File: src/rtl/wb_pkg.sv
// wb_pkg: shared arbiter state encoding and the read value returned on a forced timeout release.
package wb_pkg;
   typedef enum logic [2:0] {
      StIdle   = 3'd0,
      StGrant0 = 3'd1,
      StGrant1 = 3'd2
   } state_t;
   localparam logic [7:0] TIMEOUT_DAT = 8'hEE;
endpackage

File: src/rtl/wb_arbiter_2.sv
// wb_arbiter_2: two-controller round-robin Wishbone arbiter; WB_ARB_TIMEOUT_EN adds a forced release after TIMEOUT_CYCLES.
module wb_arbiter_2
   import wb_pkg::*;
#(
   parameter int TIMEOUT_CYCLES = 255
) (
   input  logic       clk_i,
   input  logic       rst_i,
   input  logic       c0_wb_stb_i,
   input  logic       c0_wb_we_i,
   input  logic [3:0] c0_wb_adr_i,
   input  logic [7:0] c0_wb_dat_i,
   output logic [7:0] c0_wb_dat_o,
   output logic       c0_wb_ack_o,
   input  logic       c1_wb_stb_i,
   input  logic       c1_wb_we_i,
   input  logic [3:0] c1_wb_adr_i,
   input  logic [7:0] c1_wb_dat_i,
   output logic [7:0] c1_wb_dat_o,
   output logic       c1_wb_ack_o,
   output logic       p_wb_stb_o,
   output logic       p_wb_we_o,
   output logic [3:0] p_wb_adr_o,
   output logic [7:0] p_wb_dat_o,
   input  logic [7:0] p_wb_dat_i,
   input  logic       p_wb_ack_i,
   output logic [1:0] grant_o
);
   if (TIMEOUT_CYCLES < 1 || TIMEOUT_CYCLES > 255) begin : g_bad_timeout
      $error("TIMEOUT_CYCLES must be within 1..255");
   end
   state_t r_state;
   logic   r_last;
   logic   w_g0, w_g1, w_busy, w_stb, w_to;
   assign w_g0   = r_state == StGrant0;
   assign w_g1   = r_state == StGrant1;
   assign w_busy = w_g0 | w_g1;
   assign w_stb  = w_g0 ? c0_wb_stb_i : c1_wb_stb_i;
`ifdef WB_ARB_TIMEOUT_EN
   logic [7:0] r_cnt;
   assign w_to = w_busy & w_stb & ~p_wb_ack_i & (r_cnt == 8'(TIMEOUT_CYCLES - 1));
   always_ff @(posedge clk_i)
      r_cnt <= (rst_i || !w_busy) ? 8'd0 : (r_cnt == 8'hFF ? r_cnt : r_cnt + 8'd1);
`else
   assign w_to = 1'b0;
`endif
   always_ff @(posedge clk_i) begin
      if (rst_i) begin
         r_state <= StIdle;
         r_last  <= 1'b1;
      end else if (r_state == StIdle) begin
         if (c0_wb_stb_i && c1_wb_stb_i) begin
            r_state <= r_last ? StGrant0 : StGrant1;
            r_last  <= ~r_last;
         end else if (c0_wb_stb_i) begin
            r_state <= StGrant0;
         end else if (c1_wb_stb_i) begin
            r_state <= StGrant1;
         end
      end else if (!w_busy || p_wb_ack_i || !w_stb || w_to) begin
         r_state <= StIdle;
      end
   end
   assign grant_o     = {w_g1, w_g0};
   assign p_wb_stb_o  = w_busy & w_stb & ~w_to;
   assign p_wb_we_o   = w_g0 ? c0_wb_we_i  : w_g1 ? c1_wb_we_i  : 1'b0;
   assign p_wb_adr_o  = w_g0 ? c0_wb_adr_i : w_g1 ? c1_wb_adr_i : 4'h0;
   assign p_wb_dat_o  = w_g0 ? c0_wb_dat_i : w_g1 ? c1_wb_dat_i : 8'h00;
   assign c0_wb_ack_o = w_g0 & (p_wb_ack_i | w_to);
   assign c1_wb_ack_o = w_g1 & (p_wb_ack_i | w_to);
   assign c0_wb_dat_o = !w_g0 ? 8'h00 : w_to ? TIMEOUT_DAT : p_wb_dat_i;
   assign c1_wb_dat_o = !w_g1 ? 8'h00 : w_to ? TIMEOUT_DAT : p_wb_dat_i;
endmodule
File: config.mk
export PLATFORM = sky130hd
export DESIGN_NAME = wb_arbiter_2
export DESIGN_NICKNAME = d
export VERILOG_FILES = /design/src/rtl/wb_pkg.sv /design/src/rtl/wb_arbiter_2.sv
export SDC_FILE = /design/constraint.sdc
export NUM_CORES = 1
export LEC_CHECK = 0
export BUFFER_PORTS_ARGS = -buffer_cell sky130_fd_sc_hd__buf_4
export CORE_MARGIN = 2
export CORE_UTILIZATION = 29
export CTS_BUF_LIST = sky130_fd_sc_hd__clkbuf_8
export DETAILED_ROUTE_END_ITERATION = 10
export GPL_TIMING_DRIVEN = 0
export HOLD_SLACK_MARGIN = 0.02
export PLACE_DENSITY = 0.78
export SLEW_MARGIN = 30
export SYNTH_ARGS = -nofsm -noshare
export SYNTH_HDL_FRONTEND = slang
export SYNTH_SLANG_ARGS = --single-unit
export TNS_END_PERCENT = 5
File: constraint.sdc
create_clock -name clk_i -period 1.9 [get_ports clk_i]
set_input_delay 0.19 -clock clk_i [delete_from_list [all_inputs] [get_ports clk_i]]
set_output_delay 0.19 -clock clk_i [all_outputs]
set_load 0.05 [all_outputs]
==> impl_metrics.toml <==
[yosys]
synth_top_cell_by_area = "a22o_1"
ys_seq_elements = 3
yosysSeqAreaShare_pct = 12.5
syn-instance-count = 61
ys_warn_count = 0
synth_area_leaders = "a22o_1 (24%), and2_1 (23%), dfxtp_1 (13%)"
netlist_area_um2 = 479
synth_cell_types = 19
synth_top_area_share_pct = 23.8
syn_area_per_cell_um2 = 7.86
synth_nets = 103

[critical_path]
critPathLaunchType = "register"
crit_arrival_ps = 1630
r2r_start = "r_state[1]"
cp-end-kind = "primary output"
cp.required_ps = 1710
rrSetupSlack_ps = 410
reg2reg_depth = 5
r2r-end = "r_state[1]"
worstPathMaxFanout = 10
crit_type = "register to primary output"

[clocking]
cts_tree = "done"
clk_latency_ps = 210
cts-root-buf = "clkbuf_8"
cts-htree-levels = 1
clk_pin_slew_ps = 30
cts_buffers = 3
hold_buffers = 0
clockBufferDepth = 2
clock_sinks = 3

[sta]
rsz0062_at_grt = "no"
tightest_slew_ps = 291
hold_violations = 0
slew_viol_final = 0
tns_ps = 0
setup_viol = 0
skew_ps = 1.51
maxSlewHeadroom_pct = 80.6
max_freq_mhz = 550
finalCritPeriodShare_pct = 95.8
period_minus_slack_ps = 1820

[route]
wire_per_inst_um = 12.9
drtIter0Drc = 7
drcViolationCount = 0
antenna_left = 0
routed_wl_mm = 1.98
vias = 715
viasPerCell = 4.67
drt_first_pass_iters = 4

[worst_hold_path]
min_to = "r_last"
hold_start = "rst_i"
hp-class = "input pin to register"
whs_path_depth = 2

[placement]
place.gp.congestion = 0.646
dp.cells = 149
portBuffers = 72
post-dp-hpwl_mm = 1.64

[grt]
grt_pass1_wl_mm = 2.79
grtUsageTotal_pct = 18.2
overflow = 0
grt_pass1_vias = 617
grt_start_max_net_pins = 12
antenna_found_initial = 0

[finish]
multi_input_area_um2 = 407
fillCellCount = 138
layout_commonest_cell = "buf_4"
finalNonFillerCells = 153
nets = 180
final_cell_mix = "buf_4 (75), and2_1 (18), a22o_1 (13)"
seqCellArea_um2 = 62.6
drive_gt1_share_pct = 62.0
synthToLayoutAreaGrowth_pct = 133
n_antenna_cell = 0

[floorplanning]
io_pins = 73
start_util_pct = 31.4
coreArea_um2 = 1520
num_rows = 14
die_w_um = 44.7
fp.dieH_um = 44.7
die_area_um2 = 1990

[power_and_ir_drop]
swShare_pct = 47.3
total_leakage_power_nw = 0.611
p_per_area_nw_per_um2 = 693
p_clk_share_pct = 22.6
vdd_drop_max_mv = 0.625
switchingPower_uw = 366
pwr-share-comb_pct = 67.1
power.internal_uw = 408
pwr-share-seq_pct = 10.3

[run]
max_cap_violations = 0

[status]
status = "finished clean"
what timing repair did:
action | CTS | global route
buffers inserted | 0 | 0
pin swaps | 0 | 0
resized for setup | 3 | 8
setup endpoints to repair | 10 | 11
layer usage:
| metal | track usage, % | share of wire, % |
|---|---|---|
| met1 | 22.8 | 39 |
| met2 | 30.7 | 53 |
| met3 | 3.27 | 7.5 |
| met4 | 6.67 | 0.35 |
| met5 | 0 | 0 |
synthesized netlist by cell type:
master     instances
mux2i_1            2
a2bb2oi_1          1
nor2b_1            2
o21bai_1           1
a22o_1            13
nand3_1            1
nor2_1             1
or3b_1             1
ha_1               3
and2_1            18
nand2b_1           4
inv_1              3
and2b_1            1
o32ai_1            1
buf_2              1
dfxtp_1            3
buf_4              2
xor2_1             1
clkbuf_1           2
how the worst max path moves through the flow:
stage	start	endpoint	slack (ps)	depth (start not counted)
after floorplan	r_state[1]	p_wb_adr_o[0]	210	5
after global placement	r_state[1]	p_wb_dat_o[5]	180	6
after detailed placement	r_state[1]	p_wb_dat_o[3]	170	6
after CTS	r_state[0]	p_wb_adr_o[1]	50	6
after global routing	r_state[1]	p_wb_adr_o[1]	20	6
final	r_state[1]	p_wb_adr_o[1]	80	6
flip-flops by register name (all words and copies together), names as in the netlist:
signal   count
r_last       1
r_state      2
cell families after synthesis:
kind of cell	Yosys count	share of synthesized area [%]
fa+ha+maj	3	7.83
flops	3	12.5
buf+inv	8	8.09
simple gates	28	36.6
xor+xnor	1	1.83
mux	2	4.18
compound gates	16	29.0
worst max-delay path, stage by stage (launching register included):
cell	delay (ps)
dfxtp_2	330
inv_1	100
ha_4	190
and2b_2	250
buf_4	170
a22o_1	180
buf_4	190
through the flow:
step | instance area [um2] | setup slack (ps) | utilization [%] | power, mW | hold slack [ps]
2_1_floorplan | 479 | 206 | - | 0.411 | 291
6_report | 1120 | 80.3 | 73.3 | 0.774 | 199
5_1_grt | 1120 | 15.1 | 73.3 | 0.815 | 210
3_3_place_gp | 1040 | 185 | 68.2 | 0.581 | 398
4_1_cts | 1090 | 52.7 | 71.7 | 0.769 | 201
3_5_place_dp | 1040 | 173 | 68.2 | 0.586 | 413
power groups by stage:
stage | clock network, mW | logic (mW) | registers (mW)
floorplan | 0 | 0.336 | 0.0753
global placement | 0 | 0.505 | 0.0761
detailed placement | 0 | 0.509 | 0.0766
CTS | 0.180 | 0.513 | 0.0760
global route | 0.189 | 0.545 | 0.0807
finish | 0.175 | 0.519 | 0.0796
cell type report:
cell class | count | area share, %
Timing Repair Buffer | 72 | 48.4
Multi-Input combinational cell | 50 | 36.4
Sequential cell | 3 | 5.60
Clock buffer | 3 | 3.70
Buffer | 5 | 2.80
Tap cell | 16 | 1.79
Inverter | 3 | 1.01
Clock inverter | 1 | 0.336
Note: power is estimated with default switching activity, not from simulation.
